--- config.mk ---
export PLATFORM = sky130hd
export DESIGN_NAME = graycode_to_binary_tracker
export DESIGN_NICKNAME = d
export VERILOG_FILES = /design/src/rtl/g2b_pkg.sv /design/src/rtl/gray_to_binary_comb.sv /design/src/rtl/graycode_to_binary_tracker.sv
export SDC_FILE = /design/constraint.sdc
export NUM_CORES = 1
export LEC_CHECK = 0
export ABC_CLOCK_PERIOD_IN_PS = 1600
export CORE_ASPECT_RATIO = 1.75
export CORE_MARGIN = 2
export CORE_UTILIZATION = 28
export CTS_BUF_LIST = sky130_fd_sc_hd__clkbuf_4
export CTS_CLUSTER_SIZE = 8
export DETAILED_ROUTE_END_ITERATION = 10
export RECOVER_POWER = 100
export SLEW_MARGIN = 25
export SYNTH_ARGS = -nofsm -noshare
export SYNTH_HDL_FRONTEND = slang
export SYNTH_SLANG_ARGS = --single-unit
--- constraint.sdc ---
create_clock -name clk -period 1.6 [get_ports clk]
set_input_delay 0.32 -clock clk [delete_from_list [all_inputs] [get_ports clk]]
set_output_delay 0.32 -clock clk [all_outputs]
set_load 0.02 [all_outputs]
--- src/rtl/g2b_pkg.sv ---
// Shared definitions for the Gray-to-binary tracker: FSM encodings and defaults.
// Latency: n/a (types, constants and a combinational helper only).
// Backpressure: n/a.
package g2b_pkg;

  typedef enum logic [1:0] {
    WARMUP = 2'd0,
    TRACK  = 2'd1,
    ERROR  = 2'd2
  } g2b_state_t;

  localparam int G2B_WIDTH       = 4;
  localparam int G2B_SYNC_STAGES = 2;

  // True when exactly one bit of v is set (a legal single-bit Gray step).
  function automatic logic is_one_hot(input logic [31:0] v);
    return (v != 32'd0) && ((v & (v - 32'd1)) == 32'd0);
  endfunction

endpackage

--- src/rtl/gray_to_binary_comb.sv ---
// Pure combinational Gray-to-binary decode (XOR of all Gray bits at or above each position).
// Latency: zero cycles, purely combinational.
// Backpressure: none; output follows input continuously.
module gray_to_binary_comb #(
  parameter int WIDTH = 4
) (
  input  logic [WIDTH-1:0] gray,
  output logic [WIDTH-1:0] bin
);

  // Each binary bit is the parity of the Gray bits from the MSB down to that bit.
  for (genvar i = 0; i < WIDTH; i++) begin : g_bit
    assign bin[i] = ^gray[WIDTH-1:i];
  end

endmodule

--- src/rtl/graycode_to_binary_tracker.sv ---
// Synchronises an asynchronous Gray count, decodes it, tracks step direction and flags multi-bit steps.
// Latency: SYNC_STAGES+1 edges from gray_in to binary_out/bin_valid (+1 with G2B_OUTPUT_PIPE_EN).
// Backpressure: none; input is sampled every cycle and bin_valid is a free-running pulse.
module graycode_to_binary_tracker
  import g2b_pkg::*;
#(
  parameter int WIDTH       = G2B_WIDTH,
  parameter int SYNC_STAGES = G2B_SYNC_STAGES
) (
  input  logic             clk,
  input  logic             rst_n,
  input  logic [WIDTH-1:0] gray_in,
  input  logic             err_clr,
  output logic [WIDTH-1:0] binary_out,
  output logic             bin_valid,
  output logic             dir_up,
  output logic             locked,
  output logic             step_err
);

  localparam int CW = $clog2(SYNC_STAGES + 1);

  logic [WIDTH-1:0] sync [SYNC_STAGES];
  logic [WIDTH-1:0] g;
  logic [WIDTH-1:0] g_bin;
  logic [WIDTH-1:0] d;
  logic [WIDTH-1:0] gray_q;
  logic [WIDTH-1:0] bin_q;
  logic             vld_q;
  logic             dir_q;
  logic             lock_q;
  logic             err_q;
  logic [CW-1:0]    warm_cnt;
  logic             warm_last;
  logic             step_one;
  logic             step_multi;
  logic             do_load;
  logic             do_upd;
  logic             set_err;
  logic             clr_err;
  g2b_state_t       state;
  g2b_state_t       state_nxt;

  // Multi-flop synchroniser bringing the asynchronous Gray value into clk.
  always_ff @(posedge clk or negedge rst_n) begin
    if (!rst_n) begin
      for (int i = 0; i < SYNC_STAGES; i++) sync[i] <= '0;
    end else begin
      sync[0] <= gray_in;
      for (int i = 1; i < SYNC_STAGES; i++) sync[i] <= sync[i-1];
    end
  end

  assign g = sync[SYNC_STAGES-1];

  gray_to_binary_comb #(.WIDTH(WIDTH)) u_dec (
    .gray (g),
    .bin  (g_bin)
  );

  assign d          = g ^ gray_q;
  assign step_one   = is_one_hot(32'(d));
  assign step_multi = (d != '0) && !step_one;
  assign warm_last  = (warm_cnt == CW'(SYNC_STAGES - 1));

  // FSM state register.
  always_ff @(posedge clk or negedge rst_n) begin
    if (!rst_n) state <= WARMUP;
    else        state <= state_nxt;
  end

  // Next state: warm-up until the synchroniser is full, then track; multi-bit steps trap in ERROR.
  always_comb begin
    state_nxt = state;
    case (state)
      WARMUP:  if (warm_last) state_nxt = TRACK;
      TRACK:   if (step_multi) state_nxt = ERROR;
      ERROR:   if (err_clr && !step_multi) state_nxt = TRACK;
      default: state_nxt = WARMUP;
    endcase
  end

  // FSM outputs: datapath enables; a new multi-bit step beats a coincident err_clr.
  always_comb begin
    do_load = 1'b0;
    do_upd  = 1'b0;
    set_err = 1'b0;
    clr_err = 1'b0;
    case (state)
      WARMUP: do_load = warm_last;
      TRACK: begin
        do_upd  = (d != '0);
        set_err = step_multi;
      end
      ERROR: begin
        do_upd  = (d != '0);
        set_err = step_multi;
        clr_err = err_clr && !step_multi;
      end
      default: ;
    endcase
  end

  // Tracking registers: last accepted Gray value, decoded binary, direction, lock and sticky error.
  always_ff @(posedge clk or negedge rst_n) begin
    if (!rst_n) begin
      warm_cnt <= '0;
      gray_q   <= '0;
      bin_q    <= '0;
      vld_q    <= 1'b0;
      dir_q    <= 1'b0;
      lock_q   <= 1'b0;
      err_q    <= 1'b0;
    end else begin
      vld_q <= do_upd;
      if (state == WARMUP && !warm_last) warm_cnt <= warm_cnt + CW'(1);
      if (do_load) begin
        gray_q <= g;
        bin_q  <= g_bin;
        lock_q <= 1'b1;
      end
      if (do_upd) begin
        gray_q <= g;
        bin_q  <= g_bin;
        if (step_one) dir_q <= (g_bin == bin_q + WIDTH'(1));
      end
      if (set_err)      err_q <= 1'b1;
      else if (clr_err) err_q <= 1'b0;
    end
  end

`ifdef G2B_OUTPUT_PIPE_EN
  // Extra output register stage; locked and step_err ride along to stay aligned with the data.
  always_ff @(posedge clk or negedge rst_n) begin
    if (!rst_n) begin
      binary_out <= '0;
      bin_valid  <= 1'b0;
      dir_up     <= 1'b0;
      locked     <= 1'b0;
      step_err   <= 1'b0;
    end else begin
      binary_out <= bin_q;
      bin_valid  <= vld_q;
      dir_up     <= dir_q;
      locked     <= lock_q;
      step_err   <= err_q;
    end
  end
`else
  assign binary_out = bin_q;
  assign bin_valid  = vld_q;
  assign dir_up     = dir_q;
  assign locked     = lock_q;
  assign step_err   = err_q;
`endif

endmodule

==> metrics.txt, run 1 <==
# diodes=0; gr ovfl total=0; final worst slack=-0.0950 ns; status=finished with violations; maximum vdd ir drop=1.10 mV; RD Place Congestion=0.774; Skew-Pair Late Insertion Delay=just over 0.3 ns; CP required=1.81 ns; drt wl/cell=between 10 and 15 um; multi-input logic area=668 um2; Starting Density=0.293; die area=4910 um2; failing checks=negative setup slack; Worst-path clk slew=0.13 ns; FF-to-FF Start=gray_q[1]; worst hold path type=flip-flop to flip-flop; Root Driver=clkbuf_4; Leak=0.764 nW; area grow syn2layout=39.6%; syn nets=115; Total GRT Usage=0.124; Crit. End Element=flip-flop; Startpoint Class=flip-flop; flop-to-flop setup slack=-0.09 ns; asr flop ratio synth=1.00; Max FO, Critical Path=7; share of cells above drive strength 1=0.389; Syn Inst Count=just over 100; Mean Syn Cell Area=11.9 um2; top post-synthesis cells by count=23 x dfrtp_1, 11 x xnor2_1, 9 x nand2_1; # H-tree levels=1; Max Slew Vio Count=0; count leader, synth=dfrtp_1; R2R cell count=5; register area=between 500 and 600 um2; vias in the first global route=970; hpwl dp=1970 um; Vias=883; worst hold stages=0; hold_ws=0.362 ns; filler cell count=around 390; antenna violations before repair=0; Seq/Total Area, Yosys=0.473; worst-margin pin slew=0.589 ns; Slew HR=0.607; Buf+Inv Stages, Crit Path=0; Die Wd=around 54 um; r2r endpoint=gray_q[1]; critical path cell sequence=xnor2_2 -> nand2_1 -> o31a_1 -> nand2b_4 -> mux2_4; HP Start=sync[4]; DR pass1 iterations=3; final-report setup violation count=9; RSZ-0062 raised after global routing=yes; clock skew=approximately 0.0042 ns; DR vias/cell=4.58; critical path type=flip-flop to flip-flop; Most used DFF post-synth=dfrtp_1; wire length of the first global-routing pass=4490 um; final WL=2580 um; CTS sink cnt=23; I/O Pins=15; Post-synth EDFFs=0; dominant cell type by area after synthesis=dfrtp_1; Power Total=roughly 3.3 mW; ANT nets after route=0; Die Span Y=roughly 91 um; top cell family by delay on the critical path=flip-flops; pwr/cell area=1940 nW/um2; fin crit share=1.06; Hold EP=g[0]; max incr delay on CP=0.46 ns; FF+latch count, synth=23; TritonCTS buffer count=3; Fin. Hold Viols=0; arrival time at the worst endpoint=1.91 ns; fmax=approximately 0.59 GHz; drt initial violations=3; Critical Path Slowest Stage Cell=dfrtp_1; synth warn=0; Cell Rows=31; Mapped Area=1220 um2; largest net degree at the start of global routing=24; largest cells by area after synthesis=dfrtp_1 47%, mux2_4 8.6%, xnor2_1 7.9%, ha_1 6.2%, xor2_1 3.6%; nets=158; drt drc=0; CORE AREA=around 4200 um2; min Tclk post-route=1.69 ns; I/O Buffers=14; max_cap viols=0; clk buf depth=2; TritonCTS clock tree=built; Yosys cell types=31; top cell type's share of synthesized area=0.473
==> through the flow <==
stage	util	instance area (um2)	TNS, ns	cells	setup WS [ns]
2_1_floorplan	-	1260	-0.452	102	-0.0657
3_3_place_gp	0.385	1600	-0.534	184	-0.0779
3_5_place_dp	0.385	1600	-0.747	184	-0.0931
4_1_cts	0.405	1680	-0.506	192	-0.0644
5_1_grt	0.409	1700	-1.38	193	-0.155
6_report	0.409	1700	-0.765	193	-0.0950
==> layout make-up <==
cell class,count,area share
multi-input combinational,71,0.393
sequential,23,0.341
timing repair buffer,43,0.205
tap,49,0.0361
clock buffer,3,0.0133
inverter,3,0.00663
clock inverter,1,0.00442
==> report_power, final <==
part           switching (mW)  total (mW)  internal, mW
clock network           0.181       0.276        0.0954
logic                   0.931        2.11          1.18
registers               0.161       0.905         0.744
total                    1.27        3.29          2.02
==> layer usage <==
metal / up-vias / wire [um] / global-route usage
met5: - / 0 / 0
met4: 0 / 60 / 0.0513
met3: 5 / 56 / 0.0132
met2: 15 / 1560 / 0.232
met1: 436 / 899 / 0.130
li1: 427 / - / -
==> cells in the final DEF (no fill, tap or decap), drive strengths merged <==
cell type	count
a211oi	2
a21oi	3
a22oi	1
a2bb2oi	1
a311oi	1
a32o	1
buf	28
clkbuf	4
clkdlybuf4s50	1
clkinvlp	1
dfrtp	23
dlygate4sd2	8
dlygate4sd3	5
ha	6
inv	3
maj3	1
mux2	8
nand2	9
nand2b	4
nand3	2
nor2	4
nor2b	1
nor3	3
o21ai	3
o221ai	1
o31a	1
or2	1
xnor2	12
xor2	6
==> cell families after synthesis <==
family          synth area share
buf+inv                   0.0421
compound gates            0.0802
fa+ha+maj                 0.0699
flops                      0.473
simple gates              0.0976
xor+xnor                   0.142
mux                       0.0956
==> worst reg2reg max path, cell delays in order (launching register included) <==
cell and delay, ns:
dfrtp_1 0.46, xnor2_2 0.22, nand2_1 0.12, o31a_1 0.27
nand2b_4 0.21, mux2_4 0.32
==> how the worst max path moves through the flow <==
stage / from / end / slack [ns] / cells after the start
2_1_floorplan: g[1] / binary_out[0] / -0.07 / 7
3_3_place_gp: gray_q[1] / binary_out[0] / -0.08 / 5
3_5_place_dp: gray_q[1] / gray_q[3] / -0.09 / 5
4_1_cts: gray_q[1] / state[0] / -0.06 / 6
5_1_grt: gray_q[1] / gray_q[1] / -0.15 / 5
6_report: gray_q[1] / gray_q[1] / -0.09 / 5
==> state kept, by name, indices dropped and copies added, names as in the netlist <==
signal / count
dir_up: 1
state: 2
binary_out: 3
sync: 4
gray_q: 4
g: 4
step_err: 1
warm_cnt: 2
bin_valid: 1
locked: 1
==> timing repair <==
action | CTS | global route
hold buffers | 0 | 0
pin swaps | 4 | 3
gates resized for setup | 17 | 2
buffers inserted | 4 | 1
endpoints found under the setup margin | 18 | 10
No activity file was read; power rests on OpenSTA's default activity.
==> run 2: changes to the inputs <==
--- a/config.mk
+++ b/config.mk
@@ -16,4 +16,6 @@
 export SLEW_MARGIN = 25
 export SYNTH_ARGS = -nofsm -noshare
 export SYNTH_HDL_FRONTEND = slang
+export SYNTH_HIERARCHICAL = 1
 export SYNTH_SLANG_ARGS = --single-unit
+export TNS_END_PERCENT = 10
==> metrics.txt, run 2 <==
Total GRT Usage=0.0995; Core Util, Final=0.379; Die Wd=52.5 um; critical path depth=4; fmax=0.587 GHz; TritonCTS buffer count=3; Worst-path clk slew=~0.12 ns; FF+latch count, synth=24; status=finished with violations; antenna violations before repair=0; clk buf depth=2; share of cells above drive strength 1=0.283; RSZ-0062 raised after global routing=yes; R2R cell count=4; pwr/cell area=1890 nW/um2; clock skew=0.00171 ns; xor-xnor portion of the synthesized cell area=0.120; main combinational cell family by area after synthesis=multiplexers; top cell type's share of synthesized area=0.521; nets=126; top cell family by delay on the critical path=compound AO/OA/AOI/OAI gates; register area=~600 um2; max incr delay on CP=0.45 ns; Adder-Cell Fraction of Synth Area=0.0542; final-report setup violation count=12; Sw Pwr=1.04 mW; largest cells by area after synthesis=dfrtp_1 52%, mux2_4 10%, ha_1 5.4%, xnor2_1 5.3%, xor2_1 5.3%; Yosys cell types=29; Most used DFF post-synth=dfrtp_1; dominant cell type by area after synthesis=dfrtp_1; clock share of power=0.104; Seq/Total Area, Yosys=0.521; Die Span Y=88.9 um; most frequent cells in the layout=23 x dfrtp_1, 10 x buf_4, 8 x mux2_4; worst-margin pin slew=0.588 ns; Final Non-Filler Cells=161; # H-tree levels=1; Buf+Inv Stages, Crit Path=0; sw frac=0.372; CTS sink cnt=24; I/O Pins=15; asr flop ratio synth=1.00; DR pass1 iterations=2; I/O Buffers=14; drt wl/cell=11.7 um; most common cell after layout, fill and taps aside=dfrtp_1; compound-gate portion of the synthesized area=0.0846; Mapped Area=approximately 1200 um2; vias in the first global route=801; TritonCTS clock tree=built; part of the power in combinational logic=0.563; drt initial violations=4; Max Slew Vio Count=0; Cell Rows=30; worst hold path type=flip-flop to flip-flop; multiplexer share of the synthesized area=0.123; RD Place Congestion=0.749; hpwl dp=1490 um; top post-synthesis cells by count=24 x dfrtp_1, 8 x mux2_4, 7 x xnor2_1, 7 x xor2_1, 5 x ha_1; CORE AREA=a little under 4000 um2; sequential share of power=0.333; area grow syn2layout=28.2%; final worst slack=-0.103 ns; die area=4670 um2; critical path type=flip-flop to flip-flop; syn nets=slightly below 100; wire length of the first global-routing pass=3500 um; largest net degree at the start of global routing=25; ANT nets after route=0; Post-Synth Simple-Gate Area=0.0781; Post-synth EDFFs=0; Starting Density=0.296; arrival time at the worst endpoint=1.92 ns; multi-input logic area=561 um2; count leader, synth=dfrtp_1; DR vias/cell=4.42; Vias=711; Syn Inst Count=85; CP required=1.81 ns; Skew-Pair Late Insertion Delay=0.31 ns; maximum vdd ir drop=~0.99 mV; Leak=0.658 nW; final WL=1880 um; worst hold stages=0; Fin. Hold Viols=0; filler cell count=about 410; synth warn=6; # diodes=0; max_cap viols=0; Slew HR=0.608; critical path cell sequence=xor2_2 -> o41ai_4 -> o21bai_1 -> mux2_2; Crit. End Element=flip-flop; Startpoint Class=flip-flop; Max FO, Critical Path=3; Mean Syn Cell Area=around 14 um2; drt drc=0; Root Driver=clkbuf_4; hold buffers post-CTS=0; Critical Path Slowest Stage Cell=o41ai_4; fin crit share=1.06; gr ovfl total=0; Power Internal=1.75 mW; min Tclk post-route=between 1.5 and 2 ns; DP Cell Count=156; failing checks=negative setup slack
-- run 2: final timing paths --
check | slack [ns] | startpoint | end
worst max-delay path | -0.10 | gray_q[1] | dir_up
worst min-delay path | 0.36 | sync[4] | g[0]
worst max register to register | -0.10 | gray_q[1] | dir_up
worst min register to register | 0.36 | sync[4] | g[0]
max in group asynchronous | 0.67 | rst_n | g[3]
min in group asynchronous | 0.51 | rst_n | g[1]
-- run 2: per-layer routing --
metal  part of all wire  global-route usage  up-vias  wire length [um]
li1                   -                   -      345                 -
met1               0.40               0.118      349               757
met2               0.55               0.173       12              1030
met3              0.030              0.0134        5                57
met4              0.021              0.0490        0                39
met5                  0                   0        -                 0
-- run 2: cell families (layout without fill, tap and decap cells) --
group,Yosys count,count (layout)
fa+ha+maj,5,5
compound gates,11,11
flops,24,24
xor+xnor,15,15
mux,10,10
simple gates,15,15
buf+inv,5,33
-- run 2: final cells by class --
class                      instances  share of cell area
tap                               48              0.0406
sequential                        24               0.407
inverter                           4              0.0102
timing repair buffer              25               0.143
multi-input combinational         56               0.379
clock buffer                       4              0.0203
-- run 2: through the flow --
step                worst slack (ns)  TNS, ns  total power [mW]  hold slack [ns]  cell area, um2
floorplan                    -0.0514   -0.297              2.03           0.0244            1160
global placement             -0.0913   -0.706              2.50            0.334            1430
detailed placement            -0.129    -1.16              2.54            0.335            1430
CTS                           -0.124    -1.17              2.84            0.351            1480
global route                  -0.187    -2.04              3.00            0.378            1480
finish                        -0.103   -0.920              2.79            0.363            1480
-- run 2: power by group through the flow --
| stage | clock, mW | combinational (mW) | sequential (mW) |
|---|---|---|---|
| 6_report | 0.290 | 1.57 | 0.930 |
| 5_1_grt | 0.331 | 1.71 | 0.960 |
| 4_1_cts | 0.303 | 1.60 | 0.934 |
| 3_5_place_dp | 0 | 1.60 | 0.936 |
| 3_3_place_gp | 0 | 1.57 | 0.932 |
| 2_1_floorplan | 0 | 1.03 | 0.999 |
-- run 2: repair_timing --
item / in CTS / in global routing
pin swaps: 3 / 1
endpoints found under the hold margin: 0 / 0
setup buffers: 1 / 0
resized for setup: 10 / 0
cloned: 0 / 0
endpoints found under the setup margin: 20 / 13
==> run 3: changes to the inputs <==
--- a/config.mk
+++ b/config.mk
@@ -5,13 +5,14 @@
 export SDC_FILE = /design/constraint.sdc
 export NUM_CORES = 1
 export LEC_CHECK = 0
-export ABC_CLOCK_PERIOD_IN_PS = 1600
+export ABC_CLOCK_PERIOD_IN_PS = 1900
 export CORE_ASPECT_RATIO = 1.75
 export CORE_MARGIN = 2
 export CORE_UTILIZATION = 28
 export CTS_BUF_LIST = sky130_fd_sc_hd__clkbuf_4
 export CTS_CLUSTER_SIZE = 8
 export DETAILED_ROUTE_END_ITERATION = 10
+export GPL_ROUTABILITY_DRIVEN = 0
 export RECOVER_POWER = 100
 export SLEW_MARGIN = 25
 export SYNTH_ARGS = -nofsm -noshare
==> constraint.sdc (replaced) <==
create_clock -name clk -period 1.9 [get_ports clk]
set_input_delay 0.38 -clock clk [delete_from_list [all_inputs] [get_ports clk]]
set_output_delay 0.38 -clock clk [all_outputs]
set_load 0.02 [all_outputs]
==> metrics.txt, run 3 (synthesis gave the netlist of run 2 again) <==
status=completed; worst-margin pin slew=0.595 ns; flop-to-flop setup slack=0.16 ns; pwr/cell area=1510 nW/um2; final-report setup violation count=0; Total GRT Usage=0.0908; Critical Path Slowest Stage Cell=dlygate4sd3_1; Die Span Y=88.9 um; Slew HR=0.604; post_cts resized=0; critical path type=flip-flop to output port; CTS sink cnt=24; vias in the first global route=692; postcts setup bufs=0; Buf+Inv Stages, Crit Path=1; critical path depth=1; clk buf depth=2; TritonCTS buffer count=3; wire length of the first global-routing pass=slightly above 3000 um; max_cap viols=0; Crit. End Element=output port; antenna violations before repair=0; DR vias/cell=around 4.4; hold buffers post-CTS=0; CORE AREA=between 3000 and 4000 um2; clock skew=0.00142 ns; crit path launch=binary_out[1]; Fin. Hold Viols=0; RSZ-0062 raised after global routing=no; Startpoint Class=flip-flop; # diodes=0; most common cell after layout, fill and taps aside=dfrtp_1; Cell Rows=30; worst hold path type=flip-flop to flip-flop; DR pass1 iterations=3; Max Slew Vio Count=0; drt initial violations=11; arrival time at the worst endpoint=1.41 ns; most frequent cells in the layout=24 x dfrtp_1, 11 x dlygate4sd3_1, 7 x xor2_1, 7 x mux2_1, 7 x xnor2_1; TritonCTS clock tree=built; gr ovfl total=0; min Tclk post-route=between 1.5 and 2 ns; die area=around 4700 um2; critical path cell sequence=dlygate4sd3_1; fmax=0.559 GHz; Root Driver=clkbuf_4; Worst setup endpoint=binary_out[1]; Skew-Pair Late Insertion Delay=0.31 ns; Max FO, Critical Path=4; drt wl/cell=11.7 um; final WL=1760 um; area grow syn2layout=17.1%; drt drc=0; r2r endpoint=dir_up; I/O Pins=15; Die Wd=52.5 um; Vias=670; maximum vdd ir drop=just under 0.8 mV; nets=116; Worst-path clk slew=~0.12 ns; max incr delay on CP=about 0.7 ns; setup_tns=0 ns; FF-to-FF Start=g[1]; ANT nets after route=0; fin crit share=0.941; top cell family by delay on the critical path=buffers and inverters; Starting Density=0.296; CP required=1.52 ns; R2R cell count=4; hpwl dp=1360 um; # H-tree levels=1; share of cells above drive strength 1=0.0874; Leak=approximately 0.56 nW; hold_ws=around 0.36 ns; largest net degree at the start of global routing=25; I/O Buffers=14
## run 3: cell types whose count changed in the layout (fill, tap and decap cells not counted), sizes merged
| cell | before | now |
|---|---|---|
| dlygate4sd2 | 7 | 0 |
| buf | 10 | 0 |
| clkinv | 0 | 1 |
| clkbuf | 5 | 4 |
| dlygate4sd3 | 5 | 11 |
| clkdlybuf4s50 | 2 | 3 |
## run 3: layout make-up
class | count | area, um2
fill | 419 | 2550
sequential | 24 | 601
timing repair buffer | 15 | 145
clock inverter | 1 | 3.75
tap | 48 | 60.1
inverter | 4 | 15.0
multi-input combinational | 56 | 504
clock buffer | 3 | 22.5
## run 3: where the power goes
part	switching, mW	internal, mW	total [mW]
Clock	0.145	0.0768	0.222
Sequential	0.110	0.652	0.762
Combinational	0.540	0.523	1.06
## run 3: worst min path at each step
stage | start | end | slack, ns | cells past startpoint
3_5_place_dp | sync[5] | g[1] | 0.33 | 0
4_1_cts | sync[5] | g[1] | 0.36 | 0
5_1_grt | sync[5] | g[1] | 0.37 | 0
2_1_floorplan | rst_n | bin_valid | 0.08 | 0
3_3_place_gp | sync[4] | g[0] | 0.33 | 0
6_report | sync[5] | g[1] | 0.36 | 0
## run 3: through the flow
| step | setup slack (ns) | area (um2) | power [mW] | util | cells |
|---|---|---|---|---|---|
| floorplan | 0.243 | 1150 | 1.70 | - | 85 |
| detailed placement | 0.155 | 1350 | 2.00 | 0.347 | 147 |
| global placement | 0.189 | 1350 | 1.97 | 0.347 | 147 |
| CTS | 0.0864 | 1380 | 2.24 | 0.354 | 151 |
| finish | 0.112 | 1350 | 2.05 | 0.346 | 151 |
| global route | 0.0440 | 1350 | 2.20 | 0.346 | 151 |
## run 3: routing by layer
layer,part of all wire,global-route usage,vias to the layer above
met5,0,0,-
met4,0.020,0.0559,0
met3,0.037,0.0117,4
met2,0.55,0.159,13
met1,0.39,0.101,327
li1,-,-,326
